[config.mk]
export PLATFORM = sky130hd
export DESIGN_NAME = and_gate_unit
export DESIGN_NICKNAME = d
export VERILOG_FILES = /design/src/rtl/and_gate_unit.sv
export SDC_FILE = /design/constraint.sdc
export NUM_CORES = 1
export LEC_CHECK = 0
export ABC_AREA = 1
export ABC_CLOCK_PERIOD_IN_PS = 2500
export BUFFER_PORTS_ARGS = -buffer_cell sky130_fd_sc_hd__buf_2
export CAP_MARGIN = 20
export CORE_MARGIN = 4
export CORE_UTILIZATION = 30
export CTS_BUF_LIST = sky130_fd_sc_hd__clkbuf_8 sky130_fd_sc_hd__clkbuf_16
export DETAILED_ROUTE_END_ITERATION = 10
export GPL_TIMING_DRIVEN = 1
export HOLD_SLACK_MARGIN = 0.06
export SLEW_MARGIN = 20
export SYNTH_ARGS = -nofsm -noshare
export SYNTH_HDL_FRONTEND = slang
export SYNTH_SLANG_ARGS = --single-unit
[constraint.sdc]
create_clock -name clk -period 2.5 [get_ports clk]
set_clock_uncertainty 0.2 [all_clocks]
set_input_delay 0.125 -clock clk [delete_from_list [all_inputs] [get_ports clk]]
set_output_delay 0.125 -clock clk [all_outputs]
set_load 0.02 [all_outputs]
[src/rtl/and_gate_unit.sv]
// and_gate_unit: combinational bitwise AND plus a registered shadow copy,
// a rising-edge pulse on the registered result and a saturating all-ones counter.
module and_gate_unit #(
  parameter int WIDTH     = 1,
  parameter int CNT_WIDTH = 8
) (
  input  logic                 clk,
  input  logic                 rst_n,
  input  logic [WIDTH-1:0]     a,
  input  logic [WIDTH-1:0]     b,
  output logic [WIDTH-1:0]     y,
  output logic [WIDTH-1:0]     y_q,
  output logic                 y_rise,
  output logic [CNT_WIDTH-1:0] hit_count
);

  localparam logic [CNT_WIDTH-1:0] CNT_MAX = '1;
  localparam logic [CNT_WIDTH-1:0] CNT_ONE = CNT_WIDTH'(1);

  logic all_ones;
  logic y_q_all_ones;

  // y stays purely combinational so it works with no clock and ignores reset
  assign y            = a & b;
  assign all_ones     = &y;
  assign y_q_all_ones = &y_q;

  always_ff @(posedge clk) begin
    if (!rst_n) begin
      y_q       <= '0;
      y_rise    <= 1'b0;
      hit_count <= '0;
    end else begin
      y_q    <= y;
      y_rise <= all_ones & ~y_q_all_ones;
      // counter sticks at its maximum instead of wrapping
      if (all_ones && (hit_count != CNT_MAX)) begin
        hit_count <= hit_count + CNT_ONE;
      end
    end
  end

endmodule

==> summary.txt, run 1 <==
Clock network
  – Root cell of the clock tree: clkbuf_8
  – CTS max path bufs: 2
  – Worst-skew pair later-pin latency: 230 ps
  – CTS tree: done
  – TritonCTS buffer count: 3
  – # hold bufs at CTS: 4
  – Clock Sinks: 10
  – Clock H-tree levels: 1
  – CTS resizes: 0
  – Post-CTS Repair Setup Buffers: 0
  – Reg clk slew, reported paths: 40 ps

Synth
  – Synth warn: 0
  – Syn avg cell area: 7.73 um^2
  – Mux share of post-synthesis cell area: 0%
  – Syn Inst Count: 63
  – Syn Nets: 68
  – Synth cell count leaders: nand2_1 (11), dfxtp_1 (10), nor2_1 (7), inv_1 (6)
  – Cell Area, Synth: 487 um^2
  – XOR/XNOR share of the synthesized area: 0%
  – Post-synth EDFFs: 0
  – Unique masters post-synth: 18
  – Adder-cell area share of the yosys netlist: 2.57%
  – #FFs+latches synth: 10
  – Yosys top cell by area: dfxtp_1
  – Synth Area in Compound Gates: 10.8%
  – Synth Area in Simple Gates: 38.6%
  – Ys flop type: dfxtp_1
  – Sequential element share of the synthesized area: 41.1%
  – Ys async rst share: 0%
  – Most frequent cell after synthesis: nand2_1
  – Main combinational cell family by area after synthesis: simple AND/OR/NAND/NOR gates
  – Post-synth top area share: 41.1%
  – Cells taking the most area after synthesis: dfxtp_1 (41%), nand2_1 (8.5%), nor2_1 (5.4%), a21oi_1 (5.1%), nand2_2 (5.1%)

Critical path
  – Critical Path, Cell by Cell: dlygate4sd3_1 > buf_2 > nand2_1 > dlygate4sd3_1 > nor2_1
  – Crit path launch type: input pin
  – Critical path class: input pin to flip-flop
  – Critical Path Sink Type: flip-flop
  – Worst r2r src: hit_count[0]$_SDFFE_PN0P_
  – Reg2Reg Setup Slack: 1020 ps
  – CP most frequent cell: dlygate4sd3_1
  – CP Data Arrival Time: 1570 ps
  – Critical Path RT: 2420 ps
  – Bufs and invs on worst path: 3
  – R2R cell count: 6
  – Reg2reg end: hit_count[7]$_SDFFE_PN0P_
  – Crit-path max cell delay: 580 ps
  – Worst path top cell family by delay: buffers and inverters
  – Slowest cell on crit path: dlygate4sd3_1
  – Crit Path Max Fanout: 5

Timing
  – RSZ-0062 raised after global routing: false
  – Setup slack after layout: 850 ps
  – Final setup TNS: 0 ps
  – Min Tclk post-route: 1650 ps
  – Final Hold Fails: 0
  – Fin crit share: 66.0%
  – Worst slew margin: 81.9%
  – Worst-Margin Slew: 271 ps
  – Fmax: 0.606 GHz
  – Final setup fails: 0
  – Max Slew Vio Count: 0
  – Worst hold margin: 212 ps

Die
  – Die H: 48.3 um
  – Num ports: 15
  – Die X-Extent: 48.3 um
  – Rows: 14
  – Initial Utilization: 31.9%
  – Core footprint: 0.00152 mm^2
  – Die area: 0.00233 mm^2

Final layout
  – Filler Cells Inserted: 158
  – Share of cells above drive strength 1: 33.7%
  – # nets final: 90
  – Antenna diode instance count: 0
  – Layout Cells excl Fill: 99
  – Layout area overhead: 32.9%

Placed design
  – Placed Instances: 92
  – Detailed Place HPWL: 747 um
  – Post-place setup slack: 1030 ps
  – PortBufs: 14
  – GP Congestion: 0.691

Routing
  – Vias: 462
  – Initial DRT Pass Iterations: 3
  – DRC Markers: 0
  – Final WL: 1070 um
  – DRT antenna net count: 0
  – Wire length per cell: 10.8 um
  – Iteration-0 DRC count of the detailed router: 2
  – Via density: 4.67

Pwr
  – Power after layout: 357 uW
  – Switch share: 21.6%
  – Cell leakage power: 0.000296 uW
  – PD cells: 553 mW/mm^2
  – Sequential share of power: 46.3%
  – NetSw: 77.1 uW
  – Combinational power share: 8.0%
  – Peak supply drop: 0.405 mV
  – Clock power share: 45.7%
  – Power Internal: 280 uW

Hold path
  – Worst hold path class: flip-flop to flip-flop
  – Worst Hold Launch: y_q$_SDFF_PN0_
  – Hold Crit Depth: 1
  – Hold Path End: y_rise$_SDFF_PN0_

Global routing
  – Global-route wire length before repair: 1740 um
  – Global Route Usage Sum: 10.9%
  – Gr ovfl total: 0
  – Pin count of the biggest net entering global routing: 13
  – Initial antenna violation count: 0
  – Vias in the first global route: 394

Status
  – Status: completed

Run
  – Max-Cap Viols: 0
[layout make-up]
| cell class | count | area [um^2] | area share [%] |
|---|---|---|---|
| timing repair buffer | 18 | 110 | 17.0 |
| clock buffer | 3 | 41.3 | 6.38 |
| multi-input combinational | 46 | 253 | 39.1 |
| inverter | 6 | 22.5 | 3.48 |
| sequential | 10 | 200 | 30.9 |
| tap | 16 | 20.0 | 3.09 |
[stage by stage]
step,util [%],instance area [um^2]
6_report,42.4,647
5_1_grt,42.4,647
4_1_cts,42.4,647
3_5_place_dp,37.1,566
3_3_place_gp,37.1,566
2_1_floorplan,-,487
[how the worst max path moves through the flow]
stage | startpoint | to | slack (ps) | cells after the start
global route | a | y_q$_SDFF_PN0_ | 790 | 5
detailed placement | hit_count[0]$_SDFFE_PN0P_ | hit_count[7]$_SDFFE_PN0P_ | 1030 | 6
CTS | a | y_q$_SDFF_PN0_ | 870 | 5
floorplan | hit_count[1]$_SDFFE_PN0P_ | hit_count[4]$_SDFFE_PN0P_ | 950 | 7
global placement | hit_count[0]$_SDFFE_PN0P_ | hit_count[7]$_SDFFE_PN0P_ | 1030 | 6
finish | a | y_q$_SDFF_PN0_ | 850 | 5
[sequential cells by signal, indices dropped and copies added (netlist names)]
signal     cells
hit_count      8
y_q            1
y_rise         1
[power by group through the flow]
stage	sequential [uW]	clock (uW)	combinational [uW]
3_3_place_gp	168	0	23.3
4_1_cts	165	166	28.4
3_5_place_dp	168	0	23.5
6_report	165	163	28.5
5_1_grt	166	178	30.6
2_1_floorplan	172	0	11.0
[cells by family after synthesis]
kind of cell | count (synthesis)
buffers and inverters | 7
DFF | 10
AOI/OAI and AO/OA | 8
adders and majority gates | 1
and+or+nand+nor | 37
[routing by layer]
metal	vias up	share of wire, %	track usage [%]	wire length (um)
met1	202	45	13.2	481
met5	-	0	0	0
met2	11	47	17.4	505
met3	2	5.7	4.43	61
li1	247	-	-	-
met4	0	1.6	3.23	17
[placed cells by master, fill, tap and decap left out, drive strengths merged, types with 3 or more instances in the layout]
| cell type | n |
|---|---|
| a21oi | 6 |
| buf | 14 |
| clkbuf | 3 |
| dfxtp | 10 |
| dlygate4sd3 | 4 |
| inv | 6 |
| nand2 | 15 |
| nand3 | 6 |
| nand4 | 3 |
| nor2 | 11 |
Note: power is estimated with default switching activity, not from simulation.
==> run 2: changes to the inputs <==
--- a/config.mk
+++ b/config.mk
@@ -5,8 +5,8 @@
 export SDC_FILE = /design/constraint.sdc
 export NUM_CORES = 1
 export LEC_CHECK = 0
-export ABC_AREA = 1
-export ABC_CLOCK_PERIOD_IN_PS = 2500
+export ABC_AREA = 0
+export ABC_CLOCK_PERIOD_IN_PS = 1400
 export BUFFER_PORTS_ARGS = -buffer_cell sky130_fd_sc_hd__buf_2
 export CAP_MARGIN = 20
 export CORE_MARGIN = 4
==> constraint.sdc (replaced) <==
create_clock -name clk -period 1.4 [get_ports clk]
set_clock_uncertainty 0.2 [all_clocks]
set_input_delay 0.07 -clock clk [delete_from_list [all_inputs] [get_ports clk]]
set_output_delay 0.07 -clock clk [all_outputs]
set_load 0.02 [all_outputs]
==> run 2 against run 1 <==
The flow now finishes with violations (negative setup slack); total power is 82% higher; cell count is 4.0% lower; register-to-register slack worse by 1100 ps; utilization is 13 points higher; via count is 3.9% higher; hold slack worse by 110 ps; die area is 5.4% lower; clock-buffer cell count stayed put; area after synthesis is 6.4% lower; combinational power is 120% higher; non-clock buffer count is 8 higher; clock power is 80% higher.
==> summary.txt, run 2 <==
Status
  – Failing checks: negative setup slack
  – Status: finished with violations

Synth
  – Ys async rst share: 0%
  – Cells taking the most area after synthesis: dfxtp_1 (44%), nor2_1 (6.6%), o21ai_0 (5.5%), nand4_4 (4.7%), xor2_1 (3.8%)
  – Synth cell count leaders: dfxtp_1 (10), nor2_1 (8), o21ai_0 (5), nand2_1 (3), nand3_1 (3)
  – #FFs+latches synth: 10
  – Syn avg cell area: 9.11 um^2
  – Post-synth top area share: 44.0%
  – Post-synth EDFFs: 0
  – Cell Area, Synth: 455 um^2
  – Syn Nets: 55
  – Ys flop type: dfxtp_1
  – Unique masters post-synth: 22
  – Synth warn: 0
  – Sequential element share of the synthesized area: 44.0%
  – Syn Inst Count: 50
  – Most frequent cell after synthesis: dfxtp_1
  – Yosys top cell by area: dfxtp_1

Routing
  – Final WL: 1200 um
  – DRT antenna net count: 0
  – Initial DRT Pass Iterations: 4
  – Iteration-0 DRC count of the detailed router: 6
  – Vias: 480
  – Wire length per cell: 12.6 um
  – DRC Markers: 0
  – Via density: 5.05

Timing
  – Setup slack after layout: -108 ps
  – Worst-Margin Slew: 331 ps
  – Max Slew Vio Count: 0
  – Min Tclk post-route: 1510 ps
  – Worst slew margin: 77.9%
  – Fin crit share: 108%
  – RSZ-0062 raised after global routing: true
  – Fmax: 0.663 GHz
  – Final Hold Fails: 0
  – Final setup fails: 2
  – Worst hold margin: 103 ps

Pwr
  – Peak supply drop: 0.724 mV
  – PD cells: 863 mW/mm^2
  – Cell leakage power: 0.000351 uW

Die
  – Num ports: 15
  – Rows: 13
  – Initial Utilization: 33.3%
  – Die X-Extent: 47.0 um
  – Core footprint: 0.00137 mm^2
  – Die H: 47.0 um
  – Die area: 0.00221 mm^2

Critical path
  – Critical Path RT: 1360 ps
  – Worst path top cell family by delay: simple AND/OR/NAND/NOR gates
  – Critical Path Sink Type: flip-flop
  – Crit path launch type: flip-flop
  – Critical Path, Cell by Cell: ha_4 > nand3_4 > nor2_4 > or4_1 > a21oi_1
  – Critical path class: flip-flop to flip-flop
  – Slowest cell on crit path: or4_1
  – Bufs and invs on worst path: 0
  – CP Data Arrival Time: 1470 ps
  – Crit Path Max Fanout: 4
  – Crit-path max cell delay: 460 ps

Run
  – Max-Cap Viols: 0

Global routing
  – Vias in the first global route: 437
  – Gr ovfl total: 0
  – Initial antenna violation count: 0
  – Global Route Usage Sum: 12.2%
  – Global-route wire length before repair: 1840 um
  – M1 GR Usage: 14.3%
  – Global routing met2 resource utilization: 16.8%
  – Pin count of the biggest net entering global routing: 7
  – Gr busiest metal: met2
  – GR Util met3: 7.66%

Final layout
  – Area of the multi-input gates: 300 um^2
  – Share of cells above drive strength 1: 51.2%
  – Largest regs: hit_count: 8 flops, y_q: 1 flops, y_rise: 1 flops
  – Register Area: 211 um^2
  – Antenna diode instance count: 0
  – Commonest non-fill, non-tap cell in the layout: buf_2
  – Layout Utilization: 55.1%
  – Layout area overhead: 65.4%
  – Filler Cells Inserted: 132
  – Most flop-heavy register: hit_count
  – # nets final: 86
  – Most frequent cells in the layout: buf_2 (14), buf_4 (9), nor2_1 (7)
  – Largest register FFs: 8

Clock network
  – CTS tree: done
  – Clock Sinks: 10
  – Worst-skew pair later-pin latency: 230 ps
  – Reg clk slew, reported paths: 50 ps
  – Root cell of the clock tree: clkbuf_8
  – Clock H-tree levels: 1
  – CTS max path bufs: 2
  – Post-CTS Repair Setup Buffers: 0
  – TritonCTS buffer count: 3

Placed design
  – Detailed Place HPWL: 860 um
  – GP Congestion: 0.707
  – Post-place setup slack: -97.2 ps
  – PortBufs: 14

Hold path
  – Worst hold path class: input pin to flip-flop
==> run 2: kinds of logic after synthesis <==
kind of cell | count (synthesis) | share of synthesized area, %
and+or+nand+nor | 24 | 32.4
DFF | 10 | 44.0
muxes | 1 | 2.20
AOI/OAI and AO/OA | 10 | 13.2
adders and majority gates | 1 | 2.75
buffers and inverters | 2 | 1.65
xor gates and xnor gates | 2 | 3.85
==> run 2: repair_timing <==
| action | CTS | global route |
|---|---|---|
| pin swaps | 1 | 1 |
| endpoints found under the setup margin | 5 | 7 |
| gates resized for setup | 1 | 7 |
| gates cloned | 0 | 0 |
| hold endpoints to repair | 9 | 0 |
| hold buffers | 3 | 0 |
==> run 2: per-layer routing <==
metal  part of all wire [%]  up-vias
met4                   0.67        0
met3                    7.2        2
met2                     45       13
li1                       -      242
met5                      0        -
met1                     47      223
==> run 2: layout make-up <==
| cell class | instances | share of cell area [%] |
|---|---|---|
| multi-input cells | 38 | 39.9 |
| flip-flops and latches | 10 | 28.1 |
| repair buffers | 26 | 22.6 |
| clock buffers | 3 | 5.48 |
| well taps | 15 | 2.49 |
| inverters | 2 | 0.997 |
| clock inverters | 1 | 0.498 |
==> run 2: power breakdown <==
group | internal [uW] | switching [uW] | leakage, uW
registers | 291 | 4.72 | 0.0000841
logic | 27.7 | 34.3 | 0.000240
clock network | 191 | 102 | 0.0000269
==> run 2: final timing paths <==
kind,start,end,slack (ps),cells past startpoint
hold / removal,b,hit_count[1]$_SDFFE_PN0P_,100,4
setup reg to reg,hit_count[0]$_SDFFE_PN0P_,hit_count[5]$_SDFFE_PN0P_,-110,5
hold reg to reg,y_q$_SDFF_PN0_,y_rise$_SDFF_PN0_,200,1
setup / recovery,hit_count[0]$_SDFFE_PN0P_,hit_count[5]$_SDFFE_PN0P_,-110,5
==> run 2: per-stage QoR <==
step / instances / TNS [ps] / instance area, um^2 / total power [uW]
after CTS: 95 / -171 / 718 / 661
after detailed placement: 88 / -155 / 642 / 353
after global placement: 88 / -154 / 642 / 353
after global routing: 95 / -475 / 753 / 681
after floorplan: 50 / -198 / 485 / 329
final: 95 / -137 / 753 / 650
==> run 2: worst reg2reg max path: stages (launching register included) <==
cell	delay, ps
dfxtp_4	350
ha_4	170
nand3_4	90
nor2_4	40
or4_1	460
a21oi_1	130
==> run 3: changes to the inputs <==
--- a/config.mk
+++ b/config.mk
@@ -13,8 +13,9 @@
 export CORE_UTILIZATION = 30
 export CTS_BUF_LIST = sky130_fd_sc_hd__clkbuf_8 sky130_fd_sc_hd__clkbuf_16
 export DETAILED_ROUTE_END_ITERATION = 10
-export GPL_TIMING_DRIVEN = 1
+export GPL_TIMING_DRIVEN = 0
 export HOLD_SLACK_MARGIN = 0.06
+export MAX_ROUTING_LAYER = met4
 export SLEW_MARGIN = 20
 export SYNTH_ARGS = -nofsm -noshare
 export SYNTH_HDL_FRONTEND = slang
==> run 3 against run 2 <==
The run still ends with negative setup slack left; via count shrank 4.8%; critical path depth is the same; fmax shrank 0.65%; sequential share of layout area grew 1.3 points; first-iteration DRC count shrank 17%; critical endpoint unchanged; largest power group is now the clock network.
==> summary.txt, run 3 (synthesized netlist as in run 2, its figures left out) <==
Status
  – Status: finished with violations
  – Failing checks: negative setup slack

Final layout
  – Most frequent cells in the layout: buf_2 (14), nor2_1 (6), dfxtp_2 (5)
  – Share of cells above drive strength 1: 53.3%
  – Largest register FFs: 8
  – Largest regs: hit_count: 8 flops, y_q: 1 flops, y_rise: 1 flops
  – Antenna diode instance count: 0
  – Area of the multi-input gates: 303 um^2
  – Layout area overhead: 59.9%
  – Filler Cells Inserted: 132
  – # nets final: 81
  – Most flop-heavy register: hit_count
  – Register Area: 214 um^2
  – Commonest non-fill, non-tap cell in the layout: buf_2
  – Layout Utilization: 53.3%

Die
  – Die area: 0.00221 mm^2
  – Die X-Extent: 47.0 um
  – Num ports: 15
  – Core footprint: 0.00137 mm^2
  – Initial Utilization: 33.3%
  – Rows: 13
  – Die H: 47.0 um

Critical path
  – Critical Path Sink Type: flip-flop
  – R2R cell count: 5
  – Slowest cell on crit path: or4_1
  – Crit path launch type: flip-flop
  – Critical path class: flip-flop to flip-flop
  – Critical Path RT: 1370 ps
  – Crit-path max cell delay: 460 ps
  – Critical Path, Cell by Cell: ha_4 > nand3_4 > nor2_2 > or4_1 > a21oi_1
  – Crit Path Max Fanout: 4
  – CP Data Arrival Time: 1480 ps

Pwr
  – Switch share: 21.8%
  – Cell leakage power: 0.000312 uW
  – Peak supply drop: 0.404 mV
  – Clock power share: 50.6%
  – Combinational power share: 8.6%
  – NetSw: 158 uW
  – Power after layout: 722 uW
  – PD cells: 992 mW/mm^2
  – Sequential share of power: 40.8%
  – Power Internal: 565 uW

Timing
  – Final setup TNS: -281 ps
  – Fin crit share: 108%
  – Final setup fails: 4
  – Setup slack after layout: -118 ps
  – RSZ-0062 raised after global routing: true
  – Max Slew Vio Count: 0
  – Fmax: 0.659 GHz
  – Worst slew margin: 82.3%
  – Worst-Margin Slew: 266 ps
  – Min Tclk post-route: 1520 ps
  – Worst hold margin: 97.3 ps
  – Final Hold Fails: 0

Routing
  – DRC Markers: 0
  – Metal2 WL: 593 um
  – WL met3: 75 um
  – WL met1: 508 um
  – Initial DRT Pass Iterations: 3
  – Iteration-0 DRC count of the detailed router: 5
  – Top sig layer: met4
  – Wire length per cell: 13.3 um
  – Vias: 457
  – Via density: 5.08
  – Final WL: 1200 um
  – DRT antenna net count: 0

Global routing
  – Pin count of the biggest net entering global routing: 8
  – Vias in the first global route: 415
  – Initial antenna violation count: 0
  – Global-route wire length before repair: 1840 um
  – Gr ovfl total: 0
  – Global Route Usage Sum: 12.8%

Clock network
  – Reg clk slew, reported paths: 50 ps
  – Clock H-tree levels: 1
  – Clock Sinks: 10
  – CTS tree: done
  – TritonCTS buffer count: 3
  – Worst-skew pair later-pin latency: 240 ps
  – CTS max path bufs: 2
  – Root cell of the clock tree: clkbuf_8

Placed design
  – PortBufs: 14
  – GP Congestion: 0.716

Run
  – Max-Cap Viols: 0

Hold path
  – Worst hold path class: input pin to flip-flop
  – Hold Crit Depth: 4
## run 3: layout make-up
class / count / area share, %
Inverter: 2 / 1.03
Multi-Input combinational cell: 38 / 41.6
Timing Repair Buffer: 21 / 17.9
Sequential cell: 10 / 29.4
Tap cell: 15 / 2.58
Clock buffer: 4 / 7.56
## run 3: per-stage QoR
step           worst slack [ps]  instances  area (um^2)
6_report                   -118         90          728
5_1_grt                    -161         90          728
4_1_cts                    -106         88          676
3_5_place_dp               -131         79          574
3_3_place_gp               -109         79          574
2_1_floorplan             -95.9         50          485
## run 3: timing repair
action | 4_1_cts | 5_1_grt
pin swaps | 0 | 6
hold endpoints to repair | 9 | 0
buffers inserted | 2 | 2
gates resized for setup | 1 | 9
hold buffers | 3 | 0
endpoints found under the setup margin | 4 | 7
## run 3: critical path: cells and delay by family, from the launching register on
family          cells  cell delay [ps]
fa+ha+maj           1              170
simple gates        3              600
flops               1              350
compound gates      1              120
## run 3: final timing paths
path	from	endpoint	slack (ps)
max	hit_count[1]$_SDFFE_PN0P_	hit_count[5]$_SDFFE_PN0P_	-120
max reg2reg	hit_count[1]$_SDFFE_PN0P_	hit_count[5]$_SDFFE_PN0P_	-120
min	b	hit_count[2]$_SDFFE_PN0P_	100
min reg2reg	y_q$_SDFF_PN0_	y_rise$_SDFF_PN0_	200
## run 3: power groups by stage
stage          sequential (uW)  clock [uW]  combinational (uW)
2_1_floorplan              311           0                17.9
3_3_place_gp               304           0                43.0
3_5_place_dp               304           0                44.0
4_1_cts                    295         372                61.4
5_1_grt                    296         382                67.4
6_report                   295         365                62.3
## run 3: per-layer routing
| metal | vias to the layer above | track usage [%] |
|---|---|---|
| li1 | 233 | - |
| met1 | 211 | 13.5 |
| met2 | 9 | 19.5 |
| met3 | 4 | 4.98 |
| met4 | 0 | 8.29 |
| met5 | - | - |
